[src/rtl/dh_game_ctrl.sv]
// Duck Hunt game sequencer: spawn, flight, hit/miss animation, round end, scoring.
// Optional DH_CTRL_SPEEDUP_EN: duck speed and flight time scale with the round number.
module dh_game_ctrl #(
   parameter int SHOTS_PER_DUCK  = 3,
   parameter int DUCKS_PER_ROUND = 10,
   parameter int PASS_HITS       = 6,
   parameter int FLIGHT_FRAMES   = 300,
   parameter int ANIM_FRAMES     = 60,
   parameter int POINTS          = 100,
   parameter int SCORE_W         = 16
) (
   input  logic               clk,
   input  logic               rst_n,
   input  logic               frame_tick,
   input  logic               trigger,
   input  logic               hit,
   input  logic               duck_escaped,
   output logic               shot,
   output logic               duck_spawn,
   output logic               duck_active,
   output logic               duck_falling,
   output logic               dog_laugh,
   output logic [1:0]         shots_left,
   output logic [3:0]         ducks_hit,
   output logic [3:0]         duck_idx,
   output logic [7:0]         round,
   output logic [SCORE_W-1:0] score,
   output logic               game_over,
   output logic [2:0]         duck_speed
);
   typedef enum logic [2:0] {
      S_IDLE, S_SPAWN, S_FLIGHT, S_FALL, S_MISS, S_NEXT, S_GAME_OVER
   } state_t;

   state_t             state;
   logic               trigger_q;
   logic               hit_win;
   logic [15:0]        fcnt;
   logic [15:0]        flight_limit;
   logic               trig_edge;
   logic               timeout;
   logic               anim_done;
   logic [SCORE_W:0]   score_sum;

`ifdef DH_CTRL_SPEEDUP_EN
   localparam logic [15:0] FF_FULL = 16'(FLIGHT_FRAMES);
   localparam logic [15:0] FF_MIN  = 16'(FLIGHT_FRAMES / 4);
   logic [15:0] speedup;
   always_comb begin
      speedup      = {4'd0, round - 8'd1, 4'd0};
      flight_limit = (speedup >= FF_FULL - FF_MIN) ? FF_MIN : FF_FULL - speedup;
   end
`else
   assign flight_limit = 16'(FLIGHT_FRAMES);
`endif

   assign trig_edge = trigger & ~trigger_q;
   assign timeout   = frame_tick && (fcnt + 16'd1 >= flight_limit);
   assign anim_done = frame_tick && (fcnt + 16'd1 >= 16'(ANIM_FRAMES));
   assign score_sum = {1'b0, score} + (SCORE_W+1)'(POINTS);

   always_ff @(posedge clk or negedge rst_n) begin
      if (!rst_n) begin
         state        <= S_IDLE;
         trigger_q    <= 1'b0;
         hit_win      <= 1'b0;
         fcnt         <= '0;
         shot         <= 1'b0;
         duck_spawn   <= 1'b0;
         duck_active  <= 1'b0;
         duck_falling <= 1'b0;
         dog_laugh    <= 1'b0;
         shots_left   <= '0;
         ducks_hit    <= '0;
         duck_idx     <= '0;
         round        <= '0;
         score        <= '0;
         game_over    <= 1'b0;
         duck_speed   <= 3'd1;
      end else begin
         trigger_q <= trigger;
         case (state)
            S_IDLE: if (trig_edge) begin
               state      <= S_SPAWN;
               duck_spawn <= 1'b1;
               round      <= 8'd1;
               score      <= '0;
               ducks_hit  <= '0;
               duck_idx   <= '0;
            end
            S_SPAWN: begin
               state       <= S_FLIGHT;
               duck_spawn  <= 1'b0;
               duck_active <= 1'b1;
               shots_left  <= 2'(SHOTS_PER_DUCK);
               fcnt        <= '0;
               hit_win     <= 1'b0;
`ifdef DH_CTRL_SPEEDUP_EN
               duck_speed  <= (round > 8'd7) ? 3'd7 : round[2:0];
`endif
            end
            S_FLIGHT: begin
               shot    <= 1'b0;
               hit_win <= shot;
               // a hit answer outranks a same-cycle timeout or escape
               if (hit_win && hit) begin
                  state        <= S_FALL;
                  duck_active  <= 1'b0;
                  duck_falling <= 1'b1;
                  hit_win      <= 1'b0;
                  fcnt         <= '0;
                  ducks_hit    <= ducks_hit + 4'd1;
                  score        <= score_sum[SCORE_W] ? '1 : score_sum[SCORE_W-1:0];
               end else if ((hit_win && shots_left == 2'd0) || timeout || duck_escaped) begin
                  state       <= S_MISS;
                  duck_active <= 1'b0;
                  dog_laugh   <= 1'b1;
                  hit_win     <= 1'b0;
                  fcnt        <= '0;
               end else begin
                  if (frame_tick) fcnt <= fcnt + 16'd1;
                  // no new shot while a previous one awaits its answer
                  if (trig_edge && shots_left != 2'd0 && !shot && !hit_win) begin
                     shot       <= 1'b1;
                     shots_left <= shots_left - 2'd1;
                  end
               end
            end
            S_FALL, S_MISS: if (anim_done) begin
               state        <= S_NEXT;
               duck_falling <= 1'b0;
               dog_laugh    <= 1'b0;
            end else if (frame_tick) begin
               fcnt <= fcnt + 16'd1;
            end
            S_NEXT: begin
               if (duck_idx < 4'(DUCKS_PER_ROUND - 1)) begin
                  state      <= S_SPAWN;
                  duck_spawn <= 1'b1;
                  duck_idx   <= duck_idx + 4'd1;
               end else if (ducks_hit >= 4'(PASS_HITS)) begin
                  state      <= S_SPAWN;
                  duck_spawn <= 1'b1;
                  round      <= (round == 8'hFF) ? round : round + 8'd1;
                  ducks_hit  <= '0;
                  duck_idx   <= '0;
               end else begin
                  state     <= S_GAME_OVER;
                  game_over <= 1'b1;
               end
            end
            S_GAME_OVER: if (trig_edge) begin
               state     <= S_IDLE;
               game_over <= 1'b0;
               round     <= '0;
               score     <= '0;
               ducks_hit <= '0;
               duck_idx  <= '0;
            end
            default: state <= S_IDLE;
         endcase
      end
   end
endmodule
[config.mk]
export PLATFORM = sky130hd
export DESIGN_NAME = dh_game_ctrl
export DESIGN_NICKNAME = d
export VERILOG_FILES = /design/src/rtl/dh_game_ctrl.sv
export SDC_FILE = /design/constraint.sdc
export NUM_CORES = 1
export LEC_CHECK = 0
export BUFFER_PORTS_ARGS = -buffer_cell sky130_fd_sc_hd__buf_2
export CORE_MARGIN = 1.5
export CORE_UTILIZATION = 24
export DETAILED_ROUTE_END_ITERATION = 12
export PLACE_DENSITY = 0.43
export SYNTH_ARGS = -nofsm -noshare
export SYNTH_HDL_FRONTEND = slang
export SYNTH_SLANG_ARGS = --single-unit
[constraint.sdc]
create_clock -name clk -period 5.3 [get_ports clk]
set_input_delay 0.53 -clock clk [delete_from_list [all_inputs] [get_ports clk]]
set_output_delay 0.53 -clock clk [all_outputs]
set_load 0.005 [all_outputs]
==> results of run 1 <==
==> power by group <==
group          switching, W  total (W)  internal [W]
sequential         0.000122   0.000646      0.000524
clock              0.000218   0.000689      0.000472
combinational      0.000332   0.000544      0.000212
total              0.000672    0.00188       0.00121
==> cell families (layout without fill, tap and decap cells) <==
group / Yosys count / after routing / share of synthesized area (%)
AOI/OAI and AO/OA: 133 / 133 / 24.8
and+or+nand+nor: 175 / 175 / 24.8
buffers and inverters: 38 / 77 / 4.40
DFF: 60 / 60 / 40.3
adders and majority gates: 9 / 9 / 3.02
other: 1 / 3 / 0.101
muxes: 1 / 1 / 0.302
xor gates and xnor gates: 10 / 10 / 2.35
==> metal layers <==
metal | track usage [%] | wire length [microns] | vias to the layer above
li1 | - | - | 1651
met1 | 17.6 | 4720 | 1705
met2 | 20.2 | 4600 | 76
met3 | 2.68 | 492 | 13
met4 | 4.82 | 180 | 0
met5 | 0 | 0 | -
==> cell usage in the layout (no fill, tap or decap), types with 4 or more instances in the layout <==
cell type  instances
dfrtp_1           60
buf_2             45
nor2_1            41
o21ai_0           35
nand2_1           35
a21oi_1           26
nand3_1           20
inv_1             14
nor3_1            11
nand4_1           11
a31oi_1            9
ha_1               9
clkbuf_16          9
nor2b_1            8
nand2b_1           7
xnor2_1            7
and3_1             7
o211a_1            7
or3_1              6
o31ai_1            5
o211ai_1           4
nand3b_1           4
a21boi_0           4
o21a_1             4
a21o_1             4
a221o_1            4
==> through the flow <==
stage          utilization (%)  worst slack (ps)  area, sq um
2_1_floorplan                -              2640         3740
3_3_place_gp              27.0              2360         4100
3_5_place_dp              27.0              2220         4100
4_1_cts                   29.3              2220         4450
5_1_grt                   29.3              1930         4450
6_report                  29.3              2230         4450
==> flip-flops by register name, summed over array words and instances, names as in the netlist, 2 cells and up <==
register,count
fcnt,16
score,15
round,8
duck_idx,4
ducks_hit,4
state,3
shots_left,2
==> cell type report <==
type	instances	area, sq um	share of cell area [%]
multi-input cells	331	2070	46.5
flip-flops and latches	60	1500	33.7
repair buffers	47	240	5.40
clock buffers	10	239	5.37
well taps	188	235	5.29
clock inverters	6	111	2.50
inverters	14	52.6	1.18
==> worst max path at each step <==
stage	slack (ps)	depth (start not counted)	end	startpoint
global placement	2360	8	shots_left[0]$_DFFE_PN0P_	fcnt[0]$_DFFE_PN0P_
finish	2230	8	shots_left[0]$_DFFE_PN0P_	fcnt[0]$_DFFE_PN0P_
detailed placement	2220	8	shots_left[0]$_DFFE_PN0P_	fcnt[0]$_DFFE_PN0P_
floorplan	2640	9	shots_left[0]$_DFFE_PN0P_	fcnt[0]$_DFFE_PN0P_
CTS	2220	8	shots_left[0]$_DFFE_PN0P_	fcnt[0]$_DFFE_PN0P_
global route	1930	8	shots_left[0]$_DFFE_PN0P_	fcnt[0]$_DFFE_PN0P_
==> worst reg2reg max path, stage by stage, from the launching register on <==
cell      delay (ps)
dfrtp_1          450
ha_1             370
nand4_1          260
nor4_1           370
xnor2_1          160
nand3_1          250
o32ai_2          540
mux2_2           390
a221oi_1         200
==> impl_metrics.toml, run 1 <==
[run_status]
status = "finished, final reports clean"

[timing]
fin_worst_skew_ps = 8.55
rsz0062_at_grt = "no"
tightest_slew_ps = 1050
max_freq_mhz = 325
hold_viol_final = 0
slew_headroom_pct = 29.9
tns_ps = 0
worst_hold_slack_ps = 328
period_share_pct = 58.0
period_minus_slack_ps = 3070
slew_viol_final = 0
finalSetupViolCount = 0

[synth]
netlist_area_sq_um = 3730
synth_edf_count = 0
yosysWarnings = 3
synth.avg_cell_area_sq_um = 8.73
synth-main-ff-cell = "dfrtp_1"
synth_area_leaders = "dfrtp_1 40%, o21ai_0 4.7%, nor2_1 4.1%"
synthArstFlopShare_pct = 100
synth_seq_cells = 60
ys_types = 68
post-synth-top-count-cell = "dfrtp_1"
synthTopCellsByCount = "60 x dfrtp_1, 41 x nor2_1, 35 x nand2_1, 35 x o21ai_0, 26 x a21oi_1"
ys_seq_area_share_pct = 40.3
synth.largest_area_cell = "dfrtp_1"
netlist_instances = 427
yosys.area.top_type_share_pct = 40.3

[drt]
final_antenna_net_count = 0
routed_via_density = 5.25
routed_wl_microns = 10000
detail_route.wl_per_cell_microns = 15.2
drc = 0
num_vias = 3445
dr.pass1.iters = 5
dr.first_iter.drc_count = 206

[critical_path]
r2r_setup_slack_ps = 2230
crit_buf_inv = 0
cp-start-kind = "register"
critPathRequiredTime_ps = 5540
path_class = "register to register"
cp_top_family = "simple AND/OR/NAND/NOR gates"
path_max_fanout = 10
critical_path_arrival_ps = 3310
reg2reg_depth = 8
reg2reg_to = "shots_left[0]$_DFFE_PN0P_"
end_kind = "register"
cpMaxStageDelayCell = "o32ai_2"
path_cells = "ha_1 > nand4_1 > nor4_1 > xnor2_1 > nand3_1 > o32ai_2 > mux2_2 > a221oi_1"
critPathMaxStageDelay_ps = 540
worstReg2RegStart = "fcnt[0]$_DFFE_PN0P_"

[clock_tree]
clk_latency_ps = 340
cts_sinks = 60
cts_tree = "done"
hold_buffers = 0
clock-root-buffer = "clkbuf_16"
htree_levels = 3
path_clk_slew_ps = 60
cts_resized = 0
post-cts-setup-buffer-count = 0
cts_buffers = 9
clockBufferDepth = 2

[hold_path]
min-delay-start = "trigger"
hold_path_end = "trigger_q$_DFF_PN0_"
hold_class = "input port to register"
whs_path_depth = 1

[placement]
gp_congestion = 0.791
placedCellCount = 640
portBuffers = 45
hpwl_microns = 7030

[floorplanning]
io_pins = 49
die_y_microns = 128
fp.dieArea_sq_um = 16300
core_sq_um = 15200
fp.dieW_microns = 128
rows = 45
start_util_pct = 24.5

[power_and_ir_drop]
peakVddDrop_v = 0.000195
p_leak_nw = 1.98
p_total_w = 0.00188
cellPowerDensity_nw_per_um2 = 422

[layout]
syn2layout_area_growth_pct = 19.4
nFillCells = 1647
stdcell_count = 656
drive_above_1_share_pct = 16.0
n_antenna_cell = 0
nets = 478

[global_route]
grt_util_all_layers_pct = 12.9
overflow = 0
antenna_found_initial = 0
grt_pass1_wl_microns = 16700
grt_max_degree = 61
grt_pass1_vias = 3227

[flow_run]
cap_violations = 0
Note: power is estimated with default switching activity, not from simulation.
==> run 2, diff against run 1 <==
--- a/config.mk
+++ b/config.mk
@@ -5,6 +5,7 @@
 export SDC_FILE = /design/constraint.sdc
 export NUM_CORES = 1
 export LEC_CHECK = 0
+export ABC_AREA = 1
 export BUFFER_PORTS_ARGS = -buffer_cell sky130_fd_sc_hd__buf_2
 export CORE_MARGIN = 1.5
 export CORE_UTILIZATION = 24
==> constraint.sdc (replaced) <==
create_clock -name clk -period 3 [get_ports clk]
set_input_delay 0.3 -clock clk [delete_from_list [all_inputs] [get_ports clk]]
set_output_delay 0.3 -clock clk [all_outputs]
set_load 0.005 [all_outputs]
==> run 2 against run 1 <==
Design area up 4.2%. Routed wire length grew 3.6%. Area after synthesis grew 3.7%. Clock-buffer cell count grew 2. Critical path type unchanged.
==> impl_metrics.toml, run 2 <==
[clock_tree]
clk_latency_ps = 330
htree_levels = 3
cts_tree = "done"
clockBufferDepth = 2
cts_buffers = 9
path_clk_slew_ps = 50
cts_sinks = 60
cts_resized = 0
clock-root-buffer = "clkbuf_16"

[synth]
yosysWarnings = 3
post-synth-top-count-cell = "nand2_1"
ys_seq_area_share_pct = 38.8
netlist_area_sq_um = 3860
synth_edf_count = 0
netlist_instances = 540
yosys.area.top_type_share_pct = 38.8
synth-main-ff-cell = "dfrtp_1"
synthTopCellsByCount = "148 x nand2_1, 65 x inv_1, 60 x dfrtp_1, 59 x nor2_1, 42 x o21ai_0"
synth_area_leaders = "dfrtp_1 39%, nand2_1 14%, inv_1 6.3%"
synthArstFlopShare_pct = 100
synth_seq_cells = 60
synth.avg_cell_area_sq_um = 7.16
ys_types = 41
synth.largest_area_cell = "dfrtp_1"

[layout]
n_antenna_cell = 0
seq_area_sq_um = 1500
nFillCells = 1706
final_common_cell = "nand2_1"
final_util_pct = 29.3
nets = 603
largest_reg_flops = 16
final_cell_mix = "148 x nand2_1, 65 x inv_1, 60 x dfrtp_1"
biggestRegsByFlops = "fcnt (16), score (15), round (8)"
syn2layout_area_growth_pct = 19.9
drive_above_1_share_pct = 16.9
regMostFlops = "fcnt"
multiInputGateArea_sq_um = 2020

[critical_path]
cpMaxStageDelayCell = "dfrtp_1"
worstReg2RegStart = "fcnt[1]$_DFFE_PN0P_"
cp_top_family = "simple AND/OR/NAND/NOR gates"
cp-start-kind = "register"
critical_path_arrival_ps = 2610
critPathMaxStageDelay_ps = 430
end_kind = "register"
critPathRequiredTime_ps = 3220
crit_buf_inv = 1
startpoint = "fcnt[1]$_DFFE_PN0P_"
path_max_fanout = 15
path_cells = "ha_1 > nand2_2 > nor2_4 > nand3_1 > nand2_1 > inv_1 > nor2_1 > nand2_1 > nor2_1 > nand2_1 > nand2_2 > nand2_2 > nand2_2 > nand3_1 > nand2_1 > nor2_1"
path_class = "register to register"

[flow_run]
cap_violations = 0

[timing]
tightest_slew_ps = 700
slew_viol_final = 0
max_freq_mhz = 418
slew_headroom_pct = 53.3
tns_ps = 0
rsz0062_at_grt = "no"
period_minus_slack_ps = 2390
hold_viol_final = 0
fin_worst_skew_ps = 8.07
period_share_pct = 79.8
finalSetupViolCount = 0

[drt]
dr.first_iter.drc_count = 207
routed_via_density = 4.46
detail_route.wl_per_cell_microns = 12.8
m1WireLength_microns = 4840
final_antenna_net_count = 0
highest_layer = "met4"
drc = 0
dr.pass1.iters = 4
wl_met3_microns = 375
num_vias = 3609
dr_wl_met2_microns = 5090
routed_wl_microns = 10400

[power_and_ir_drop]
p_leak_nw = 2.25
peakVddDrop_v = 0.000294
cellPowerDensity_nw_per_um2 = 859

[global_route]
antenna_found_initial = 0
grt_pass1_vias = 3581
grt_max_degree = 39
overflow = 0
grt_util_all_layers_pct = 13.2
grt_pass1_wl_microns = 17500

[hold_path]
hold_class = "input port to register"
min-delay-start = "trigger"

[floorplanning]
fp.dieW_microns = 130
core_sq_um = 15800
fp.dieArea_sq_um = 16900
die_y_microns = 130
rows = 46
start_util_pct = 24.4
io_pins = 49

[placement]
portBuffers = 45
gp_congestion = 0.812
hpwl_microns = 7430

[run_status]
status = "finished, final reports clean"
run 2: cell types whose count changed after synthesis, sizes merged, moves of 8 or more:
cell,previous run,this run
o21ai,36,54
nor2b,8,0
nand3,21,41
a21oi,26,18
clkbuf,16,2
a31oi,9,1
nand2,35,159
inv,14,69
nand2b,8,0
nor2,41,68
run 2: stage by stage:
| stage | power, W | cells | area, sq um | setup slack [ps] | hold slack, ps |
|---|---|---|---|---|---|
| after floorplan | 0.00245 | 542 | 3870 | 1100 | 4.41 |
| after global placement | 0.00289 | 792 | 4310 | 635 | 354 |
| after detailed placement | 0.00290 | 792 | 4310 | 608 | 353 |
| after CTS | 0.00407 | 809 | 4640 | 591 | 75.8 |
| after global routing | 0.00434 | 809 | 4640 | 299 | 81.8 |
| final | 0.00398 | 809 | 4640 | 606 | 95.2 |
run 2: final cells by class:
| cell class | count | share of cell area (%) |
|---|---|---|
| inverters | 69 | 5.59 |
| multi-input cells | 400 | 43.6 |
| well taps | 216 | 5.83 |
| clock inverters | 4 | 1.57 |
| repair buffers | 48 | 5.67 |
| clock buffers | 12 | 5.32 |
| flip-flops and latches | 60 | 32.4 |
run 2: logic make-up after synthesis:
| family | share of synthesized area (%) |
|---|---|
| xor+xnor | 1.81 |
| compound gates | 13.3 |
| other cells | 0.0970 |
| flops | 38.8 |
| simple gates | 34.0 |
| fa+ha+maj | 2.91 |
| buf+inv | 9.00 |
run 2: final timing paths:
check,endpoint,slack (ps),cells past startpoint
worst max register to register,fcnt[0]$_DFFE_PN0P_,610,16
max in group asynchronous,duck_active$_DFFE_PN0P_,1830,3
worst min-delay path,trigger_q$_DFF_PN0_,100,1
worst min register to register,duck_falling$_DFFE_PN0P_,460,2
min in group asynchronous,fcnt[7]$_DFFE_PN0P_,530,2
worst max-delay path,fcnt[0]$_DFFE_PN0P_,610,16
run 2: repair_timing:
item | in CTS | in global routing
setup buffers | 0 | 0
hold endpoints to repair | 19 | 0
hold buffers | 1 | 0
run 2: per-layer routing:
metal / track usage (%) / up-vias
met5: 0 / -
met1: 15.9 / 1703
met2: 22.9 / 56
met3: 4.06 / 4
met4: 3.53 / 0
li1: - / 1846
run 2: worst register-to-register path, delay by kind of cell, from the launching register on:
family | cells | cell delay (ps)
adder cells (fa/ha/maj) | 1 | 220
AND/OR/NAND/NOR | 14 | 1600
buffers and inverters | 1 | 60
flip-flops | 1 | 430
run 2: power by group:
group          internal (W)  switching, W  total (W)
Sequential         0.000983      0.000190    0.00117
Combinational      0.000516       0.00117    0.00169
Clock              0.000749      0.000374    0.00112
Total               0.00225       0.00173    0.00398
